**src/rtl/fetch_unit.sv**
```systemverilog
`default_nettype none
// ============================================================================
// Module   : fetch_unit
// Purpose  : Instruction fetch stage. Holds the PC, drives the RAM instruction
//            port, pairs the registered RAM output with its address, and
//            delivers a valid-tagged instruction to decode. Decode stalls are
//            absorbed by a one-entry hold buffer; branch redirects cost one
//            bubble cycle.
// Revision : 1.0 - initial release
// ============================================================================
module fetch_unit #(
  parameter int                       WIDTH         = 16,
  parameter int                       RAM_ADDR_BITS = 13,
  parameter logic [RAM_ADDR_BITS-1:0] RESET_PC      = '0
) (
  input  logic                     clk,
  input  logic                     reset,
  input  logic                     stall,
  input  logic                     branch_taken,
  input  logic [RAM_ADDR_BITS-1:0] branch_target,
  output logic [RAM_ADDR_BITS-1:0] pcaddr,
  input  logic [WIDTH-1:0]         instruction,
  output logic [WIDTH-1:0]         instr_out,
  output logic [RAM_ADDR_BITS-1:0] instr_pc,
  output logic                     instr_valid,
  output logic [15:0]              fetch_count
);

  typedef enum logic [0:0] {
    RUN  = 1'b0,
    HOLD = 1'b1
  } state_t;

  localparam logic [RAM_ADDR_BITS-1:0] PC_ONE = {{(RAM_ADDR_BITS-1){1'b0}}, 1'b1};

  state_t                     state_q,       state_d;
  logic [RAM_ADDR_BITS-1:0]   pc_q,          pc_d;
  logic [RAM_ADDR_BITS-1:0]   fpc_q,         fpc_d;
  logic                       fvalid_q,      fvalid_d;
  logic [WIDTH-1:0]           hold_instr_q,  hold_instr_d;
  logic [15:0]                fetch_count_q, fetch_count_d;

  // State register; reset takes effect immediately, independent of the clock.
  always_ff @(posedge clk or posedge reset) begin
    if (reset) begin
      state_q       <= RUN;
      pc_q          <= RESET_PC;
      fpc_q         <= '0;
      fvalid_q      <= 1'b0;
      hold_instr_q  <= '0;
      fetch_count_q <= '0;
    end else begin
      state_q       <= state_d;
      pc_q          <= pc_d;
      fpc_q         <= fpc_d;
      fvalid_q      <= fvalid_d;
      hold_instr_q  <= hold_instr_d;
      fetch_count_q <= fetch_count_d;
    end
  end

  // Next-state logic: branch beats stall, stall beats advance.
  always_comb begin
    state_d       = state_q;
    pc_d          = pc_q;
    fpc_d         = fpc_q;
    fvalid_d      = fvalid_q;
    hold_instr_d  = hold_instr_q;
    fetch_count_d = fetch_count_q;

    if (branch_taken) begin
      // Squash whatever is presented and restart fetch at the target.
      pc_d     = branch_target;
      fvalid_d = 1'b0;
      state_d  = RUN;
    end else if (stall) begin
      // The RAM keeps re-reading mem[pc], so the live word moves on to the
      // next instruction; capture the presented one the first stalled edge.
      if (state_q == RUN) begin
        hold_instr_d = instruction;
        state_d      = HOLD;
      end
    end else begin
      fpc_d    = pc_q;
      fvalid_d = 1'b1;
      pc_d     = pc_q + PC_ONE;
      state_d  = RUN;
      if (fvalid_q) begin
        fetch_count_d = fetch_count_q + 16'd1;
      end
    end
  end

  // Output mux: live RAM word in RUN, captured word while held.
  always_comb begin
    instr_out   = (state_q == HOLD) ? hold_instr_q : instruction;
    instr_pc    = fpc_q;
    instr_valid = fvalid_q;
    pcaddr      = pc_q;
    fetch_count = fetch_count_q;
  end

endmodule
`default_nettype wire

```
**config.mk**
```make
export PLATFORM = sky130hd
export DESIGN_NAME = fetch_unit
export DESIGN_NICKNAME = d
export VERILOG_FILES = /design/src/rtl/fetch_unit.sv
export SDC_FILE = /design/constraint.sdc
export NUM_CORES = 1
export LEC_CHECK = 0
export BUFFER_PORTS_ARGS = -buffer_cell sky130_fd_sc_hd__clkbuf_2
export CAP_MARGIN = 25
export CORE_ASPECT_RATIO = 1.75
export CORE_UTILIZATION = 25
export DETAILED_ROUTE_END_ITERATION = 8
export PLACE_DENSITY = 0.57
export REMOVE_ABC_BUFFERS = 1
export SYNTH_ARGS = -nofsm -noshare
export SYNTH_HDL_FRONTEND = slang
export SYNTH_SLANG_ARGS = --single-unit
```
**constraint.sdc**
```tcl
create_clock -name clk -period 1.8 [get_ports clk]
set_input_delay 0.18 -clock clk [delete_from_list [all_inputs] [get_ports clk]]
set_output_delay 0.18 -clock clk [all_outputs]
set_load 0.01 [all_outputs]
```
## After elaboration in Yosys (flattened, before gate mapping)

Index checks and enable logic that the tools add are counted.

| word-level totals | value |
|---|---|
| bits in registers | 60 |
| latch bits | 0 |
| memory bits (writable) | 0 |
| bits in read-only memories | 0 |
| input port bits | 33 |
| output and inout port bits | 59 |
| word-level logic and storage cells | 21 |
| memories | 0 |

| cells by class | value |
|---|---|
| add/sub/neg operators | 2 |
| $mul | 0 |
| divide/modulo/power cells | 0 |
| $lt $le $gt $ge | 0 |
| equality and inequality tests | 1 |
| shift operators | 0 |
| multiplexer cells | 7 |
| bitwise logic cells | 2 |
| reductions and logical operators | 3 |

Operators by type and width:

| kind | count |
|---|---|
| two-way mux 13 bit | 2 |
| adder 16 x 1 -> 16 bit (second input constant) | 1 |
| two-way mux 16 bit | 1 |
| adder 13 x 1 -> 13 bit (second input constant) | 1 |
| two-way mux 1 bit | 4 |
| AND reduction 2 bit | 2 |
| AND reduction 3 bit | 1 |
| inequality test 2 x 1 -> 1 bit (second input constant) | 1 |
| NOT 1 bit | 2 |

## Logic depth before layout (Yosys ltp)

| depth | value |
|---|---|
| depth in word-level cells | 3 |
| depth in mapped cells | 5 |
| gate-level depth less buffers | 5 |

## Worst setup path after synthesis

OpenSTA, ideal clock, no wires.

| timing path | value |
|---|---|
| path kind | flip-flop to flip-flop |
| start | reg pc_q[0] (netlist: pcaddr[0]) |
| end | reg pc_q[10] (netlist: pcaddr[10]) |
| library setup time | 0.076 ns |
| data arrival time | 1.510 ns |
| path slack | 0.214 ns |
| cell stages (with the launch flop) | 6 |
| clock period less this slack | 1.586 ns |
| path through | dfrtp_1 -> ha_1 -> nand3b_4 -> or4_4 -> xor2_1 -> o21ai_1 |

| between the ends | value |
|---|---|
| cells in the longest elaborated chain, start to end | 3 |

RTL lines:

| element | line | RTL |
|---|---|---|
| start, declared | 37 | `logic [RAM_ADDR_BITS-1:0] pc_q, pc_d;` |
| start signal, assigned | 54 | `pc_q <= pc_d;` |
| adder 13 x 1 -> 13 bit | 86 | `pc_d = pc_q + PC_ONE;` |
| two-way mux 13 bit | 76 | `end else if (stall) begin` |
| two-way mux 13 bit | 71 | `if (branch_taken) begin` |

Every way passes these cells. The select of a mux whose other input is x is not followed.
A chain may end at the register's enable or synchronous reset.

## Worst setup path after layout

| timing path | value |
|---|---|
| start | reg fetch_count_q[0] (netlist: fetch_count[0]) |
| end | reg fetch_count_q[12] (netlist: fetch_count[12]) |

| between the ends | value |
|---|---|
| cells in the longest elaborated chain, start to end | 1 |

RTL lines:

| element | line | RTL |
|---|---|---|
| start, declared | 41 | `logic [15:0] fetch_count_q, fetch_count_d;` |
| start signal, assigned | 58 | `fetch_count_q <= fetch_count_d;` |
| adder 16 x 1 -> 16 bit | 89 | `fetch_count_d = fetch_count_q + 16'd1;` |

Every way passes these cells.

==> results.ini <==
[run_status]
outcome = complete, no violations

[yosys]
synth-seq-cells = 60
yosysWarnings = 0
post_synth_top_flop = dfrtp_1
netlist_instances = 221
average_cell_area_after_synthesis_sq_um = 12.5
async_reset_ff_frac = 1.00
ys_types = 29
sequential_share_of_the_synthesized_area = 0.542
synth_enable_flop_cells = 0
syn_area_sq_um = 2770

[min_path]
holdPathStages = 3
min-delay-start = branch_target[6]
holdCritPathClass = primary input to flop
min_delay_worst_endpoint = pcaddr[6]

[route]
drt_drc_violations_left = 0
drt-pass1-iter-count = 4
detail_route.iter0.violations = 60
drt-vias-per-instance = 4.38
antenna_left = 0
wire_per_inst_um = 13.5
vias = 2012
wirelength_mm = 6.19

[timing]
grt_setup_unrepaired = no
worst_hold_slack_ns = 0.0637
final.min_clock_period_ns = 1.59
worst_clock_skew_ns = 0.00535
hold_violations = 0
timing_max_transition_violations_final = 0
fmax_mhz = 629
finalSetupViolCount = 0
period_share = 0.883
maxSlewHeadroom = 0.505
least_setup_slack_across_all_paths_after_layout_ns = 0.211
worst_pin_slew_ns = 0.743
final.setup.tns_ns = 0

[run]
drv.max_cap_violation_count = 0

[setup_path]
critPathMaxStageDelay_ns = 0.44
r2r_end = fetch_count[12]
worst_ep_arrival_time_ns = 1.80
critical_path.startpoint_type = flop
timing.critical_path.from = fetch_count[0]
r2r_start = fetch_count[0]
path_max_fanout = 6
critPathKind = flop to flop
timing.critical_path.buf_inv = 0
register_to_register_setup_slack_ns = 0.21
cp_data_required_time_ns = 2.01
crit_path_end_kind = flop
critPathSlowestCell = nor4_4
crit_path_cell_trace = ha_1 -> nand2_1 -> nor4_4 -> nand3_1 -> xnor2_1
worstRegToRegCells = 5
cp_top_family = simple AND/OR/NAND/NOR gates

[place]
half_perimeter_wire_length_after_placement_mm = 4.67
port_buffers = 91
place.gp.congestion = 0.732
postPlaceCellArea_sq_um = 3430
place_worst_setup_slack_ns = 0.0815

[floorplanning]
design.die.area_sq_um = 11500
fp.coreArea_sq_um = 10800
chipWidth_um = 81.6
starting_density = 0.258
die-height_um = 141
floorplan.io_pins = 92
std_cell_rows = 50

[power_and_ir_drop]
leakagePower_nw = 1.78
power.density_nw_per_um2 = 1080
ir_worst_vdd_uv = 476

[layout]
final_core_utilization = 0.345
final_nets = 360
drive_above_1_share = 0.517
insertedDiodeCount = 0
final_cell_mix = 91 x clkbuf_2, 60 x dfrtp_1, 48 x mux2_2
design_area_sq_um = 3720
area.growth.synth_to_final_pct = 34.1
final_common_cell = clkbuf_2

[global_route]
grtUsageTotal = 0.117
grt_overflow_total = 0
maximum_number_of_pins_on_one_net_before_global_route_repair = 37
first_global_vias = 2039
antenna_found_initial = 0
wire_length_of_the_first_global_routing_pass_mm = 9.89

[clocking]
cts_buffers = 9
cts_post_setup_buffers_inserted = 0
clk-insertion-delay-late_ns = 0.33
ctsRootBufferMaster = clkbuf_16
cts_buffer_depth = 2
h-tree-depth = 3
clock_tree_from_tritoncts = done
clkSlewWorstSetupHoldPaths_ns = 0.05
clock_sinks = 60

[layer usage]
metal  up-vias  routed length, um  global-route usage
met5         -                  0                   0
li1        970                  -                   -
met4         0                153              0.0693
met1       972               2480               0.129
met3        10                326              0.0328
met2        60               3220               0.196
[state kept, by name (all words and copies together), names as in the netlist]
signal and cells:
fetch_count 16, hold_instr_q 16, instr_pc 13, instr_valid 1
pcaddr 13, state_q 1
[logic make-up after synthesis]
logic type	synth area share
flops	0.542
simple gates	0.119
mux	0.199
xor+xnor	0.0853
buf+inv	0.0248
compound gates	0.0217
fa+ha+maj	0.00903
[cell type report]
| cell class | count | area (sq um) |
|---|---|---|
| timing repair buffer | 102 | 553 |
| clock buffer | 13 | 260 |
| clock inverter | 2 | 10.0 |
| inverter | 6 | 22.5 |
| multi-input combinational | 146 | 1210 |
| tap | 130 | 163 |
| sequential | 60 | 1500 |
| fill | 1102 | 7040 |
[what timing repair did]
item | CTS | global route
hold buffers | 1 | 0
setup endpoints to repair | 0 | 1
resized for setup | 0 | 1
endpoints found under the hold margin | 24 | 0
[worst max path at each step]
stage / to / slack, ns / depth (start not counted)
CTS: pcaddr[12] / 0.07 / 5
global placement: pcaddr[12] / 0.1 / 5
detailed placement: pcaddr[12] / 0.08 / 5
finish: fetch_count[12] / 0.21 / 5
global route: pcaddr[11] / 0.04 / 4
floorplan: fetch_count[0] / 0.14 / 1
[cells in the mapped netlist (2+ instances only)]
master	instances	share of area
and3_1	2	0.0045
buf_2	4	0.0072
clkbuf_1	4	0.0054
dfrtp_1	60	0.54
ha_1	2	0.0090
inv_1	6	0.0081
mux2_2	48	0.20
nand2_1	21	0.028
nand3_1	9	0.016
nand4_1	5	0.011
nor2_1	5	0.0068
nor3_1	3	0.0054
nor4_1	2	0.0045
o21ai_0	10	0.018
xnor2_1	17	0.054
xor2_1	10	0.032
[power by group]
| group | switching, mW | internal, mW | total (mW) |
|---|---|---|---|
| clock network | 0.561 | 0.992 | 1.55 |
| registers | 0.168 | 1.56 | 1.73 |
| logic | 0.358 | 0.385 | 0.743 |
| total | 1.09 | 2.94 | 4.02 |
[worst reg2reg max path: stages (launching register included)]
cell     delay, ns
dfrtp_1       0.42
ha_1          0.19
nand2_1       0.10
nor4_4        0.44
nand3_1       0.16
xnor2_1       0.15
[metrics by stage]
stage,cells,total power [mW]
3_5_place_dp,443,2.51
3_3_place_gp,443,2.48
5_1_grt,459,4.24
6_report,459,4.02
2_1_floorplan,212,2.16
4_1_cts,459,4.10
Note: power is estimated with default switching activity, not from simulation.
